===== src/rtl/mem_access_stage_bus.sv =====
// MEM pipeline stage with an external request/grant/response data-memory bus.
// Holds the instruction until the access completes (or times out), builds
// store strobes/lane data, extends load data and flags misaligned accesses.
module mem_access_stage_bus #(
  parameter int unsigned ADDR_W      = 32,
  parameter int unsigned TIMEOUT_CYC = 256,
  parameter int unsigned CNT_W       = 9
) (
  input  logic              clk,
  input  logic              rst,
  input  logic              e_to_m_valid,
  input  logic              w_allow_in,
  output logic              m_allow_in,
  output logic              m_to_w_valid,
  output logic              m_valid,
  input  logic [6:0]        E_opcode,
  input  logic [9:0]        E_funct,
  input  logic [31:0]       e_valE,
  input  logic [31:0]       E_val2,
  input  logic [4:0]        E_rd,
  input  logic [31:0]       E_default_pc,
  input  logic [31:0]       E_cur_pc,
  input  logic [31:0]       E_instr,
  input  logic              E_commit,
  input  logic [31:0]       E_pred_pc,
  input  logic              can_jump,
  input  logic [31:0]       jump_target,
  output logic [6:0]        M_opcode,
  output logic [9:0]        M_funct,
  output logic [31:0]       M_valE,
  output logic [31:0]       M_val2,
  output logic [4:0]        M_rd,
  output logic [31:0]       M_default_pc,
  output logic [31:0]       M_cur_pc,
  output logic [31:0]       M_instr,
  output logic              M_commit,
  output logic [31:0]       M_pred_pc,
  output logic [31:0]       m_valM,
  output logic              m_misalign,
  output logic              m_bus_err,
  output logic              dmem_req,
  output logic              dmem_we,
  output logic [ADDR_W-1:0] dmem_addr,
  output logic [3:0]        dmem_wstrb,
  output logic [31:0]       dmem_wdata,
  input  logic              dmem_gnt,
  input  logic              dmem_rvalid,
  input  logic [31:0]       dmem_rdata
);

  localparam logic [6:0] OP_LOAD  = 7'b0000011;
  localparam logic [6:0] OP_STORE = 7'b0100011;
  localparam int unsigned TO_LAST = (TIMEOUT_CYC == 0) ? 0 : TIMEOUT_CYC - 1;
  localparam logic [CNT_W-1:0] TO_LAST_C = CNT_W'(TO_LAST);

  typedef enum logic [1:0] {
    S_IDLE,
    S_ISSUE,
    S_WAIT,
    S_DONE
  } state_t;

  state_t r_state;
  state_t w_state_nxt;

  logic              r_valid;
  logic [6:0]        r_opcode;
  logic [9:0]        r_funct;
  logic [31:0]       r_valE;
  logic [31:0]       r_val2;
  logic [4:0]        r_rd;
  logic [31:0]       r_default_pc;
  logic [31:0]       r_cur_pc;
  logic [31:0]       r_instr;
  logic              r_commit;
  logic [31:0]       r_pred_pc;
  logic [31:0]       r_valM;
  logic              r_misalign;
  logic              r_bus_err;
  logic [CNT_W-1:0]  r_cnt;

  logic              w_is_load;
  logic              w_is_store;
  logic              w_is_mem;
  logic [1:0]        w_size;
  logic [1:0]        w_off;
  logic              w_mis;
  logic              w_e_mem;
  logic              w_e_mis;
  logic              w_ready_go;
  logic              w_m_allow_in;
  logic              w_capture;
  logic              w_timeout_hit;
  logic              w_timeout;
  logic [31:0]       w_lane;
  logic [31:0]       w_load_ext;
  logic [3:0]        w_wstrb;
  logic [31:0]       w_wdata;

  // Half accesses need an even address, word (and the unused size 11) a 4-byte one.
  function automatic logic f_misaligned(input logic [1:0] size, input logic [1:0] off);
    case (size)
      2'b00:   f_misaligned = 1'b0;
      2'b01:   f_misaligned = off[0];
      default: f_misaligned = (off != 2'b00);
    endcase
  endfunction

  assign w_is_load  = (r_opcode == OP_LOAD);
  assign w_is_store = (r_opcode == OP_STORE);
  assign w_is_mem   = w_is_load | w_is_store;
  assign w_size     = r_funct[1:0];
  assign w_off      = r_valE[1:0];
  assign w_mis      = w_is_mem & f_misaligned(w_size, w_off);

  assign w_e_mem    = (E_opcode == OP_LOAD) | (E_opcode == OP_STORE);
  assign w_e_mis    = f_misaligned(E_funct[1:0], e_valE[1:0]);

  assign w_timeout  = (TIMEOUT_CYC != 0) && (r_cnt == TO_LAST_C);

  assign w_m_allow_in = ~r_valid | (w_ready_go & w_allow_in);

  // Stage may hand off: non-memory and misaligned ops at once, memory ops once done.
  always_comb begin
    w_ready_go = 1'b0;
    case (r_state)
      S_IDLE:  w_ready_go = ~w_is_mem | w_mis;
      S_DONE:  w_ready_go = 1'b1;
      default: w_ready_go = 1'b0;
    endcase
  end

  // Bus FSM next state; completing events take priority over the watchdog.
  always_comb begin
    w_state_nxt   = r_state;
    w_capture     = 1'b0;
    w_timeout_hit = 1'b0;
    case (r_state)
      S_IDLE: begin
        if (r_valid & w_is_mem & ~w_mis) w_state_nxt = S_ISSUE;
      end
      S_ISSUE: begin
        if (dmem_gnt & w_is_store) begin
          w_state_nxt = S_DONE;
        end else if (dmem_gnt & dmem_rvalid) begin
          w_state_nxt = S_DONE;
          w_capture   = 1'b1;
        end else if (w_timeout) begin
          w_state_nxt   = S_DONE;
          w_timeout_hit = 1'b1;
        end else if (dmem_gnt) begin
          w_state_nxt = S_WAIT;
        end
      end
      S_WAIT: begin
        if (dmem_rvalid) begin
          w_state_nxt = S_DONE;
          w_capture   = 1'b1;
        end else if (w_timeout) begin
          w_state_nxt   = S_DONE;
          w_timeout_hit = 1'b1;
        end
      end
      S_DONE: begin
        if (w_m_allow_in) w_state_nxt = S_IDLE;
      end
      default: w_state_nxt = S_IDLE;
    endcase
  end

  // Select the addressed lane and sign/zero extend it.
  always_comb begin
    w_lane     = dmem_rdata >> {w_off, 3'b000};
    w_load_ext = w_lane;
    case (r_funct[2:0])
      3'b000:  w_load_ext = {{24{w_lane[7]}}, w_lane[7:0]};
      3'b001:  w_load_ext = {{16{w_lane[15]}}, w_lane[15:0]};
      3'b100:  w_load_ext = {24'h000000, w_lane[7:0]};
      3'b101:  w_load_ext = {16'h0000, w_lane[15:0]};
      default: w_load_ext = w_lane;
    endcase
  end

  // Store byte enables and lane-replicated write data.
  always_comb begin
    w_wstrb = '0;
    w_wdata = r_val2;
    if (w_is_store) begin
      case (w_size)
        2'b00: begin
          w_wstrb = 4'b0001 << w_off;
          w_wdata = {4{r_val2[7:0]}};
        end
        2'b01: begin
          w_wstrb = 4'b0011 << w_off;
          w_wdata = {2{r_val2[15:0]}};
        end
        default: begin
          w_wstrb = 4'hF;
          w_wdata = r_val2;
        end
      endcase
    end
  end

  // FSM state register.
  always_ff @(posedge clk) begin
    if (!rst) r_state <= S_IDLE;
    else      r_state <= w_state_nxt;
  end

  // Watchdog: restarts on entry to ISSUE, counts through ISSUE and WAIT.
  always_ff @(posedge clk) begin
    if (!rst) begin
      r_cnt <= '0;
    end else if ((r_state != S_ISSUE) && (w_state_nxt == S_ISSUE)) begin
      r_cnt <= '0;
    end else if ((r_state == S_ISSUE) || (r_state == S_WAIT)) begin
      r_cnt <= r_cnt + CNT_W'(1);
    end
  end

  // Occupancy and instruction payload.
  always_ff @(posedge clk) begin
    if (!rst) begin
      r_valid      <= 1'b0;
      r_opcode     <= '0;
      r_funct      <= '0;
      r_valE       <= '0;
      r_val2       <= '0;
      r_rd         <= '0;
      r_default_pc <= '0;
      r_cur_pc     <= '0;
      r_instr      <= '0;
      r_commit     <= 1'b0;
      r_pred_pc    <= '0;
    end else if (w_m_allow_in) begin
      r_valid <= e_to_m_valid;
      if (e_to_m_valid) begin
        r_opcode     <= E_opcode;
        r_funct      <= E_funct;
        r_valE       <= e_valE;
        r_val2       <= E_val2;
        r_rd         <= E_rd;
        r_default_pc <= E_default_pc;
        r_cur_pc     <= E_cur_pc;
        r_instr      <= E_instr;
        r_commit     <= E_commit;
        r_pred_pc    <= can_jump ? jump_target : E_pred_pc;
      end
    end
  end

  // Result/status: cleared when the stage advances, misalign known at capture.
  always_ff @(posedge clk) begin
    if (!rst) begin
      r_valM     <= '0;
      r_misalign <= 1'b0;
      r_bus_err  <= 1'b0;
    end else if (w_m_allow_in) begin
      r_valM     <= '0;
      r_bus_err  <= 1'b0;
      r_misalign <= e_to_m_valid & w_e_mem & w_e_mis;
    end else begin
      if (w_capture) r_valM <= w_load_ext;
      if (w_timeout_hit) begin
        r_valM    <= '0;
        r_bus_err <= 1'b1;
      end
    end
  end

  assign m_allow_in   = w_m_allow_in;
  assign m_to_w_valid = r_valid & w_ready_go;
  assign m_valid      = r_valid;

  assign M_opcode     = r_opcode;
  assign M_funct      = r_funct;
  assign M_valE       = r_valE;
  assign M_val2       = r_val2;
  assign M_rd         = r_rd;
  assign M_default_pc = r_default_pc;
  assign M_cur_pc     = r_cur_pc;
  assign M_instr      = r_instr;
  assign M_commit     = r_commit;
  assign M_pred_pc    = r_pred_pc;
  assign m_valM       = r_valM;
  assign m_misalign   = r_misalign;
  assign m_bus_err    = r_bus_err;

  assign dmem_req     = (r_state == S_ISSUE);
  assign dmem_we      = w_is_store;
  assign dmem_addr    = {r_valE[ADDR_W-1:2], 2'b00};
  assign dmem_wstrb   = w_wstrb;
  assign dmem_wdata   = w_wdata;

endmodule


===== config.mk =====
export PLATFORM = sky130hd
export DESIGN_NAME = mem_access_stage_bus
export DESIGN_NICKNAME = d
export VERILOG_FILES = /design/src/rtl/mem_access_stage_bus.sv
export SDC_FILE = /design/constraint.sdc
export NUM_CORES = 1
export LEC_CHECK = 0
export BUFFER_PORTS_ARGS = -buffer_cell sky130_fd_sc_hd__buf_2
export CORE_AREA = 3 3 238 240
export CTS_CLUSTER_SIZE = 16
export DETAILED_ROUTE_END_ITERATION = 16
export DIE_AREA = 0 0 241 243
export PLACE_DENSITY = 0.47
export REMOVE_ABC_BUFFERS = 1
export SETUP_SLACK_MARGIN = 0.3
export SYNTH_ARGS = -nofsm -noshare
export SYNTH_HDL_FRONTEND = slang
export SYNTH_SLANG_ARGS = --single-unit
export TNS_END_PERCENT = 50

===== constraint.sdc =====
create_clock -name clk -period 3.05 [get_ports clk]
set_clock_uncertainty 0.15 [all_clocks]
set_input_delay 0.61 -clock clk [delete_from_list [all_inputs] [get_ports clk]]
set_output_delay 0.61 -clock clk [all_outputs]
set_load 0.05 [all_outputs]

==> run_results.csv <==
group,metric,value,unit
global_route,globalRouteMet2Util,0.254,
sta,worst_pin_slew,0.855,ns
setup_path,ff2ff_setup_slack,0.59,ns
floorplanning,core_area,0.0549,mm^2
clock_network,clk_latency,0.51,ns
power_and_ir_drop,p_leak,7.53,nW
global_route,grt_pass1_vias,11257,
placement,dp_hpwl,34100,um
layout,drive_gt1_frac,0.403,
yosys,ys.flop_type,"dfxtp_1",
setup_path,cp.required,2.29,ns
sta,post-route-worst-setup-slack,0.0689,ns
yosys,synth_seq_area_share,0.460,
yosys,yosys.area.top_type,"dfxtp_1",
placement,gp_congestion,0.817,
drt,post-route-drc-count,0,
layout,nets,2215,
clock_network,cts.path.max_buffers,3,
setup_path,worstPathCellList,"and4bb_4 > nand3_4 > buf_4 > inv_4 > nand2_2 > buf_6 > mux2_4 > buf_8",
setup_path,critPathLaunch,"M_opcode[2]",
min_path,min_path_cells,3,
global_route,use_met3,0.0574,
clock_network,clock_sinks,261,
yosys,syn-cell-area,0.0114,mm^2
yosys,synth_warnings,0,
clock_network,cts_root_buf,"clkbuf_16",
floorplanning,die_h,243,um
sta,rsz0062_at_grt,"true",
drt,wl,45200,um
yosys,ys_ff_latch,261,
sta,final.period_utilization,0.977,
yosys,ys_types,56,
global_route,grt_pass1_wl,66800,um
drt,detail-route-antenna-nets,0,
setup_path,cp_slowest_cell,"and4bb_4",
sta,slew_headroom,0.423,
sta,drv_slew,0,
clock_network,h-tree-depth,2,
clock_network,ctsHoldBuffers,0,
run,cap_violations,0,
clock_network,clk_pin_slew,0.06,ns
setup_path,cp-end-kind,"primary output",
layout,fillCellCount,5927,
global_route,antenna_found_initial,16,
setup_path,slowest_delay,0.35,ns
setup_path,r2r_end,"M_pred_pc[30]",
global_route,top_usage_layer,"met2",
layout,final_util,0.303,
floorplanning,start_util,0.207,
min_path,hp-class,"in -> reg",
drt,first_pass_iters,5,
sta,fmax,0.335,GHz
global_route,overflow,0,
power_and_ir_drop,powerDensity,617,mW/mm^2
global_route,grt_use_total,0.146,
power_and_ir_drop,ir_drop,0.292,mV
yosys,yosys-top-cells-area,"dfxtp_1 46%, nand3_1 8.3%, nand2_1 7.1%",
drt,avgRoutedWirePerCell,17.0,um
setup_path,r2r_start,"r_state[0]",
power_and_ir_drop,power,10.3,mW
floorplanning,die_w,241,um
sta,setup_viol,0,
min_path,hold_end,"M_instr[13]",
min_path,min-delay-start,"E_instr[13]",
setup_path,r2r_cells,9,
yosys,synthesis.instances,1382,
drt,vias_per_cell,4.45,
outcome,status,"finished clean",
clock_network,cts_tree,"done",
drt,drt_first_iter_violations,446,
global_route,grt_max_degree,75,
sta,tns,0,ns
yosys,avgSynthCellArea,8.22,um^2
global_route,use_met1,0.163,
layout,syn_to_final_growth,46.6,%
placement,pre_cts_ws,0.350,ns
drt,vias,11815,
setup_path,cp-start-kind,"flop",
yosys,yosys.area.top_type_share,0.460,
placement,port_buffers,605,
setup_path,cp_max_fo,8,
sta,period_minus_slack,2.98,ns
yosys,synth_edf_count,0,
setup_path,critical_path_buf_inv_count,4,
yosys,synth-async-reset-ratio,0,
floorplanning,fp-row-count,86,
sta,hold_viol_final,0,
clock_network,cts_made_buffers,34,
setup_path,critPathArrivalTime,2.22,ns
floorplanning,die_area,0.0586,mm^2
setup_path,crit_type,"reg -> out",
setup_path,crit_family,"buffers and inverters",
floorplanning,io_pins,608,
report_power, final:
group          switching (mW)  internal, mW  total, mW
Combinational            1.66         0.654       2.31
Sequential              0.156          3.63       3.78
Clock                    1.52          2.66       4.18
layer usage:
layer / wire length [um] / vias to the layer above
met5: 83 / -
met3: 4650 / 90
li1: - / 5839
met4: 1050 / 16
met1: 17600 / 5398
met2: 21800 / 472
per-stage QoR:
stage / cells / hold slack [ns] / area [um^2]
after global routing: 2652 / 0.125 / 16600
after detailed placement: 2577 / 0.287 / 14900
final: 2655 / 0.155 / 16600
after global placement: 2577 / 0.283 / 14900
after floorplan: 1223 / 0.321 / 10500
after CTS: 2646 / 0.105 / 16500
synthesized netlist by cell type, types with 2 or more instances:
library cell,number
nor3_1,16
nand2b_1,2
buf_4,60
and2_1,2
clkbuf_1,72
o31ai_1,4
a211oi_2,3
o21ai_0,148
buf_2,22
o2111ai_1,2
nor4_1,2
o21ai_1,36
nand2_1,214
nand3_1,189
inv_1,10
a21oi_1,38
mux2i_1,58
nand3b_1,2
buf_6,3
mux2_2,17
buf_1,3
nor2_1,103
nand4_1,7
o21a_1,3
a211oi_1,47
ha_1,7
nor2b_1,7
dfxtp_1,261
o21ai_2,2
o221a_2,8
and3_1,3
o211a_1,2
xor2_1,6
logic make-up after synthesis:
logic type                 count (synthesis)  share of synthesized area
and+or+nand+nor                          555                      0.216
AOI/OAI and AO/OA                        304                      0.159
DFF                                      261                      0.460
buffers and inverters                    171                     0.0808
muxes                                     76                     0.0700
adders and majority gates                  7                    0.00771
xor gates and xnor gates                   7                    0.00540
other                                      1                   0.000330
sequential cells by signal (all words and copies together) (netlist names):
| register | cells |
|---|---|
| M_instr | 32 |
| r_state | 2 |
| M_rd | 5 |
| m_valM | 32 |
| M_opcode | 7 |
| m_valid | 1 |
| M_val2 | 32 |
| M_commit | 1 |
| m_bus_err | 1 |
| M_funct | 10 |
| r_cnt | 9 |
| M_cur_pc | 32 |
| M_pred_pc | 32 |
| M_valE | 32 |
| m_misalign | 1 |
| M_default_pc | 32 |
worst max-delay path by stage:
stage / end / slack, ns / depth (start not counted)
2_1_floorplan: M_commit / -4.38 / 4
3_3_place_gp: M_valE[6] / 0.46 / 9
3_5_place_dp: M_pred_pc[26] / 0.35 / 9
4_1_cts: dmem_wdata[31] / -0.007 / 9
5_1_grt: dmem_wdata[14] / -0.008 / 8
6_report: dmem_wdata[14] / 0.07 / 8
placed cells by master (no fill, tap or decap), types with 16 or more instances in the layout:
master / netlist / final
dfxtp_1: 261 / 256
a21oi_1: 38 / 29
a211oi_1: 47 / 47
clkbuf_16: 0 / 37
o21ai_0: 148 / 148
nand2_1: 214 / 212
buf_2: 22 / 576
o21ai_1: 36 / 36
nor2_1: 103 / 96
nor3_1: 16 / 16
nand3_1: 189 / 188
mux2i_1: 58 / 58
buf_4: 60 / 48
buf_12: 0 / 18
worst min-delay path, delay by kind of cell:
kind	cells	cell delay, ns
AOI/OAI and AO/OA	1	0.06
buffers and inverters	1	0.07
and+or+nand+nor	1	0.05
layout make-up:
class                      count  area, um^2  area share
antenna                        5        12.5    0.000752
sequential                   261        5230       0.314
multi-input combinational    951        5370       0.322
tap                          704         881      0.0529
clock buffer                  50        1020      0.0616
timing repair buffer         663        3930       0.236
inverter                      11        43.8     0.00263
clock inverter                10         150     0.00902
timing repair:
action	in CTS	in global routing
endpoints found under the setup margin	30	29
gates resized for setup	86	18
cloned	3	0
setup buffers	6	4
pin swaps	4	2
Power figures use the tool's default switching activity.
